### src/rtl/multicycle_sequencer.sv
// ---------------------------------------------------------------------------
// multicycle_sequencer
// Control FSM for a multicycle MIPS-style datapath. Each instruction passes
// through FETCH -> DECODE -> EXEC and then, depending on its class, through
// MEM and/or WB. Illegal opcodes or R-type functs park the FSM in TRAP until
// reset.
//
// Ports
//   Clk          : system clock, rising edge active
//   Rst          : asynchronous reset, active low
//   oprtn, fcn   : opcode / funct fields of the instruction register
//   Zero         : ALU zero flag (drives PCWrt for beq in EXEC)
//   MemRdy       : memory access completes this cycle
//   PCWrt, IRWrt : PC / instruction register write enables
//   MemRd, MemWrt: memory read / write strobes
//   RgWrt, destReg, MemtReg, ALUSc, Bnch, Jmp : datapath selects
//   ALUOperation : 4-bit ALU control code
//   Err          : sticky illegal-instruction flag
//   InstrCnt     : retired instruction counter (wraps)
// ---------------------------------------------------------------------------
module multicycle_sequencer #(
    parameter int CNT_W = 16
) (
    input  logic             Clk,
    input  logic             Rst,
    input  logic [5:0]       oprtn,
    input  logic [5:0]       fcn,
    input  logic             Zero,
    input  logic             MemRdy,
    output logic             PCWrt,
    output logic             IRWrt,
    output logic             MemRd,
    output logic             MemWrt,
    output logic             RgWrt,
    output logic             destReg,
    output logic             MemtReg,
    output logic             ALUSc,
    output logic             Bnch,
    output logic             Jmp,
    output logic [3:0]       ALUOperation,
    output logic             Err,
    output logic [CNT_W-1:0] InstrCnt
);

    localparam logic [2:0] FETCH  = 3'd0;
    localparam logic [2:0] DECODE = 3'd1;
    localparam logic [2:0] EXEC   = 3'd2;
    localparam logic [2:0] MEM    = 3'd3;
    localparam logic [2:0] WB     = 3'd4;
    localparam logic [2:0] TRAP   = 3'd5;

    localparam logic [5:0] OP_R    = 6'b000000;
    localparam logic [5:0] OP_LW   = 6'b100011;
    localparam logic [5:0] OP_SW   = 6'b101011;
    localparam logic [5:0] OP_BEQ  = 6'b000100;
    localparam logic [5:0] OP_ADDI = 6'b001000;
    localparam logic [5:0] OP_J    = 6'b000010;

    localparam logic [5:0] FN_ADD = 6'b100000;
    localparam logic [5:0] FN_SUB = 6'b100010;
    localparam logic [5:0] FN_AND = 6'b100100;
    localparam logic [5:0] FN_OR  = 6'b100101;
    localparam logic [5:0] FN_SLT = 6'b101010;

    logic [2:0] state, next_state;
    logic [5:0] op_q, fn_q;
    logic       legal;
    logic       retire;

    // Legality is judged on the live IR fields while in DECODE, before they
    // are captured into op_q/fn_q.
    always_comb begin
        legal = 1'b0;
        case (oprtn)
            OP_R: begin
                case (fcn)
                    FN_ADD, FN_SUB, FN_AND, FN_OR, FN_SLT: legal = 1'b1;
                    default:                               legal = 1'b0;
                endcase
            end
            OP_LW, OP_SW, OP_BEQ, OP_ADDI, OP_J: legal = 1'b1;
            default:                             legal = 1'b0;
        endcase
    end

    always_comb begin
        next_state = state;
        case (state)
            FETCH:  next_state = MemRdy ? DECODE : FETCH;
            DECODE: next_state = legal ? EXEC : TRAP;
            EXEC: begin
                case (op_q)
                    OP_LW, OP_SW:  next_state = MEM;
                    OP_BEQ, OP_J:  next_state = FETCH;
                    default:       next_state = WB;
                endcase
            end
            MEM: begin
                if (MemRdy) begin
                    next_state = (op_q == OP_LW) ? WB : FETCH;
                end
            end
            WB:      next_state = FETCH;
            TRAP:    next_state = TRAP;
            default: next_state = FETCH;
        endcase
    end

    // The last cycle of an instruction depends on its class: EXEC for
    // branches/jumps, MEM completion for sw, WB for everything else.
    assign retire = ((state == EXEC) && ((op_q == OP_BEQ) || (op_q == OP_J)))
                  || ((state == MEM) && MemRdy && (op_q == OP_SW))
                  || (state == WB);

    always_ff @(posedge Clk or negedge Rst) begin
        if (!Rst) begin
            state    <= FETCH;
            op_q     <= '0;
            fn_q     <= '0;
            InstrCnt <= '0;
        end else begin
            state <= next_state;
            if (state == DECODE) begin
                op_q <= oprtn;
                fn_q <= fcn;
            end
            if (retire) begin
                InstrCnt <= InstrCnt + CNT_W'(1);
            end
        end
    end

    // Outputs are gated by Rst so that nothing strobes while reset is held,
    // even though the reset state is FETCH (which would otherwise issue MemRd).
    always_comb begin
        PCWrt        = 1'b0;
        IRWrt        = 1'b0;
        MemRd        = 1'b0;
        MemWrt       = 1'b0;
        RgWrt        = 1'b0;
        destReg      = 1'b0;
        MemtReg      = 1'b0;
        ALUSc        = 1'b0;
        Bnch         = 1'b0;
        Jmp          = 1'b0;
        ALUOperation = 4'b0000;
        Err          = 1'b0;
        if (Rst) begin
            case (state)
                FETCH: begin
                    MemRd = 1'b1;
                    IRWrt = MemRdy;
                    PCWrt = MemRdy;
                end
                EXEC: begin
                    case (op_q)
                        OP_LW, OP_SW, OP_ADDI: begin
                            ALUOperation = 4'b0010;
                            ALUSc        = 1'b1;
                        end
                        OP_BEQ: begin
                            ALUOperation = 4'b0110;
                            Bnch         = 1'b1;
                            PCWrt        = Zero;
                        end
                        OP_J: begin
                            Jmp   = 1'b1;
                            PCWrt = 1'b1;
                        end
                        OP_R: begin
                            case (fn_q)
                                FN_ADD:  ALUOperation = 4'b0010;
                                FN_SUB:  ALUOperation = 4'b0110;
                                FN_AND:  ALUOperation = 4'b0000;
                                FN_OR:   ALUOperation = 4'b0001;
                                FN_SLT:  ALUOperation = 4'b0111;
                                default: ALUOperation = 4'b0000;
                            endcase
                        end
                        default: ALUOperation = 4'b0000;
                    endcase
                end
                MEM: begin
                    MemRd  = (op_q == OP_LW);
                    MemWrt = (op_q == OP_SW);
                end
                WB: begin
                    RgWrt   = 1'b1;
                    destReg = (op_q == OP_R);
                    MemtReg = (op_q == OP_LW);
                end
                TRAP:    Err = 1'b1;
                default: Err = 1'b0;
            endcase
        end
    end

endmodule

### config.mk
export PLATFORM = sky130hd
export DESIGN_NAME = multicycle_sequencer
export DESIGN_NICKNAME = d
export VERILOG_FILES = /design/src/rtl/multicycle_sequencer.sv
export SDC_FILE = /design/constraint.sdc
export NUM_CORES = 1
export LEC_CHECK = 0
export BUFFER_PORTS_ARGS = -buffer_cell sky130_fd_sc_hd__buf_4
export CAP_MARGIN = 10
export CORE_MARGIN = 10
export CORE_UTILIZATION = 57
export DETAILED_ROUTE_END_ITERATION = 7
export PLACE_DENSITY_LB_ADDON = 0.15
export SLEW_MARGIN = 5
export SYNTH_ARGS = -nofsm -noshare
export SYNTH_HDL_FRONTEND = slang
export SYNTH_SLANG_ARGS = --single-unit
### constraint.sdc
create_clock -name Clk -period 3.4 [get_ports Clk]
set_clock_uncertainty 0.05 [all_clocks]
set_input_delay 0.34 -clock Clk [delete_from_list [all_inputs] [get_ports Clk]]
set_output_delay 0.34 -clock Clk [all_outputs]
set_load 0.05 [all_outputs]
**Yosys cells after proc, flatten, opt, wreduce, memory -nomap -nowiden**

Cells that the tools add are included.

- Muxes and demuxes: 38
- Equal/unequal tests: 25
- $add $sub $neg: 1
- Reduce and logical (&&, ||, !) cells: 14

Operator list:

| operator | number |
|---|---|
| 6-bit equality test, second input constant | 13 |
| 1-bit two-way mux | 25 |
| 16-bit by 1-bit adder with 16-bit output, second input constant | 1 |
| 3-bit two-way mux | 5 |
| 3-bit one-hot mux with 5 select lines | 1 |
| 6-bit by 2-bit equality test with 1-bit output, second input constant | 2 |
| 6-bit by 3-bit equality test with 1-bit output, second input constant | 2 |
| 6-bit by 4-bit equality test with 1-bit output, second input constant | 2 |
| 6-bit zero test | 2 |
| 3-bit one-hot mux with 4 select lines | 1 |
| 5-bit OR reduction | 2 |
| 3-bit one-hot mux with 3 select lines | 1 |
| 1-bit one-hot mux with 2 select lines | 4 |
| 3-bit by 2-bit equality test with 1-bit output, second input constant | 2 |
| 3-bit equality test, second input constant | 2 |
| 3-bit one-hot mux with 2 select lines | 1 |
| 2-bit OR reduction | 2 |
| 3-bit by 1-bit equality test with 1-bit output, second input constant | 1 |
| 1-bit logical AND | 3 |
| 3-bit zero test | 1 |
| 1-bit logical OR | 3 |
| 3-bit OR reduction | 1 |
| 2-bit != test, second input constant | 1 |

- Output and inout bits: 31
- Input bits: 16
- Bits in registers: 31

**Depth between registers and ports, before layout**

- Depth in word-level cells: 6
- Depth in mapped cells: 7

**Least setup slack after synthesis**

Ideal clock, no wire load.

- Path kind: register to output
- Start: reg op_q[1]
- End: out ALUOperation[1]
- Path buffers: 0
- Stages on the path, launching flop included: 5
- Setup slack: 0.407 ns
- Data arrival time: 2.603 ns
- Path through: dfrtp_1 nor3_1 nand2_1 or4_2 o21ai_0

- Longest elaborated chain between the ends: 5
- Elaborated cells on any way between the ends: 9

RTL lines:

| item | line | source |
|---|---|---|
| from (decl) | 66 | `logic [5:0] op_q, fn_q;` |
| from (signal assigned) | 124 | `op_q <= oprtn;` |
| 6-bit equality test or 6-bit by 4-bit equality test with 1-bit output (tied branches) | 156 | `case (op_q)` |
| 3-bit OR reduction | 156 |  |
| 3-bit one-hot mux with 3 select lines * | 156 |  |
| 3-bit two-way mux * | 149 | `case (state)` |
| 3-bit two-way mux * | 148 | `if (Rst) begin` |
| to (decl) | 40 | `output logic [3:0] ALUOperation,` |

Mark *: on every way between the ends. The rest lies on a longest branch, timed or not.

**Final worst setup path**

Ends and elaborated chain as after synthesis.

==> impl_results.md <==
- Top post-synthesis cells by area: dfrtp_1, mux2_2, xnor2_1
- Worst reg2reg path startpoint: op_q[3]
- Area grow syn2layout: 22.7%
- Die span in y: roughly 77 um
- Max stage delay cell, worst path: or4_2
- Crit Path Category: reg -> out
- Full die area: around 0.006 mm^2
- Congestion Overflow GR: 0
- Pwr/cell area: between 700 and 800 mW/mm^2
- Routed vias/inst: 5.64
- GRT Util Overall: between 10% and 20%
- Most common cell after layout, fill and taps aside: buf_4
- Syn_area_per_cell: 10.1 um^2
- R2r endpoint: InstrCnt[14]
- Pre-antenna DRT Iters: 5
- RSZ-0062 raised after global routing: no
- Sum of negative setup slack: 0 ns
- HP Class: in -> reg
- Initial core utilization: ~60%
- Reg2reg setup slack: approximately 1.3 ns
- Vias in the first global route: 1,509
- Worst setup SP type: flip-flop
- DR WL/cell: 15.7 um
- Fin. max-slew vios: 0
- Clock-pin slew on the worst setup and hold paths: about 0.09 ns
- Clk sinks: 31
- Final wirelength: approximately 4.3 mm
- Area leader, netlist: dfrtp_1
- Worst-path fanout max: 6
- Worst r2r path cells: 5
- Pin count of the biggest net entering global routing: 35
- Data arrival, critical path: about 2.4 ns
- CTS Root Cell: clkbuf_4
- GPL Wtd Cong: 0.872
- Share of layout cells above drive strength 1: 34.6%
- DRT iter0 DRCs: a little over 90
- Fill count: between 200 and 250
- CP Capture Type: output pin
- Fin Hold WS: 0.188 ns
- Core Region: a little over 0.003 mm^2
- Sequential fraction of the synthesis area: a little over two fifths
- Max Fclk: 361 MHz
- PostCTS Resize Cnt: 0
- Leakage: around 0.00099 uW
- Slowest stage delay, CP: 0.70 ns
- IO Count: 47
- Maximum vdd drop: 0.462 mV
- Tmin final: between 2 and 3 ns
- Die Width: 76.7 um
- Commonest cells after routing, fill and taps aside: buf_4, dfrtp_1, nand2_1
- IO Port Bufs: 45
- Via count: between 1,500 and 2,000
- Crit-path cells: nor3_1 -> nand2_1 -> or4_2 -> o21ai_0 -> buf_4
- Worst Min Path Start: fcn[3]
- Ys flop type: dfrtp_1
- Status: complete, no violations
- Remaining DRCs: 0
- First-pass GRT wire length: around 7.2 mm
- Post-synth EDFFs: 0
- Number of max-cap violations: 0
- Final setup violation count: 0
- Ant diodes: 0
- Synthesized instance count: between 150 and 200
- Fin nets: between 200 and 250
- Postcts setup bufs: 0
- Hold Buf Count CTS: 1
- Asr flop ratio synth: 100%
- Synth unique cells: 49
- Synth warn: 0
- Final HPWL DP: 3.29 mm
- Post-Syn Area: between 0.0015 and 0.002 mm^2
- Crit path required time: between 3 and 4 ns
- Initial antenna violation count: 0
- Worst-skew pair later-pin latency: 0.33 ns
- Rows: 20
- CTS tree: done
- Final Cycle Share: 81.5%
- Hold path endpoint: fn_q[3]
- Synth Register Bits: 31
- Antenna Nets Post-Route: 0
- Post-Synthesis Net Count: between 150 and 200
- Worst Hold Depth: 3
- Longest Clk Path Bufs: 2
- Count of final hold-check violations: 0
- # H-tree levels: 2
- Area share of the largest cell type after synthesis: a little over two fifths
- Inserted Clock Buffers: 5
-- worst max-delay path: cells and delay by family (launching register included) --
kind	cells	cell delay, ns
buffers and inverters	1	0.22
and+or+nand+nor	3	1.18
AOI/OAI and AO/OA	1	0.19
DFF	1	0.47
-- area by class of cell --
class                           instances  area [um^2]  area share [%]
Clock buffer                            6         51.3            2.29
Clock inverter                          1         5.00           0.223
Inverter                                6         22.5            1.00
Multi-Input combinational cell        136          972            43.3
Sequential cell                        31          776            34.6
Tap cell                               44         55.1            2.45
Timing Repair Buffer                   48          363            16.2
-- cell families (layout without fill, tap and decap cells) --
group,count (synthesis),after routing,synth area share [%]
other,1,1,0.205
adders and majority gates,1,1,0.684
muxes,13,13,7.87
xor gates and xnor gates,17,17,8.14
DFF,31,31,42.4
and+or+nand+nor,83,83,28.0
AOI/OAI and AO/OA,21,21,8.21
buffers and inverters,14,61,4.45
-- cell usage after synthesis, types with 2 or more instances --
cell type and count:
o22ai_1 2, nand2b_1 4, o31ai_1 2, and3_1 4
nand3_1 10, buf_6 3, o21ai_0 6, buf_2 2
mux2i_1 2, a21oi_1 2, nand2_1 20, clkbuf_1 2
a31oi_1 2, nor3_1 5, inv_1 6, xnor2_1 12
and2b_2 2, nand4_1 5, xor2_1 5, nor4_4 2
nor4_1 3, dfrtp_1 31, nor3b_1 2, mux2_2 11
nor2_1 10, nor2b_1 3
-- routing by layer --
metal | global-route usage (%) | part of all wire (%)
met1 | 17.1 | 44
met2 | 24.3 | 49
met3 | 3.96 | 5.9
met4 | 5.58 | 1.4
met5 | 0 | 0
-- where the power goes --
part | internal [uW] | leakage [uW] | switching (uW)
Sequential | 492 | 0.000374 | 194
Clock | 95.7 | 0.0000341 | 125
Combinational | 318 | 0.000578 | 450
-- registers in the layout, indices dropped and copies added (netlist names) --
register,count
InstrCnt,16
fn_q,6
op_q,6
state,3
-- per-stage QoR --
step	setup slack, ns	instances	instance area [um^2]	util [%]	total power, uW
after floorplan	0.407	181	1830	-	1270
after global placement	1.08	264	2180	71.4	1420
after detailed placement	0.997	264	2180	71.4	1460
after CTS	0.634	272	2240	73.5	1680
after global routing	0.504	272	2240	73.5	1790
final	0.629	272	2240	73.5	1680
-- worst max path at each step --
stage          startpoint         endpoint  slack (ns)  depth (start not counted)
3_5_place_dp      op_q[1]  ALUOperation[1]         1.0                          5
2_1_floorplan     op_q[1]  ALUOperation[1]        0.41                          4
4_1_cts           op_q[1]  ALUOperation[1]        0.63                          5
6_report          op_q[1]  ALUOperation[1]        0.63                          5
5_1_grt           op_q[1]  ALUOperation[1]        0.50                          5
3_3_place_gp      op_q[1]  ALUOperation[1]        1.08                          5
Note: power is estimated with default switching activity, not from simulation.
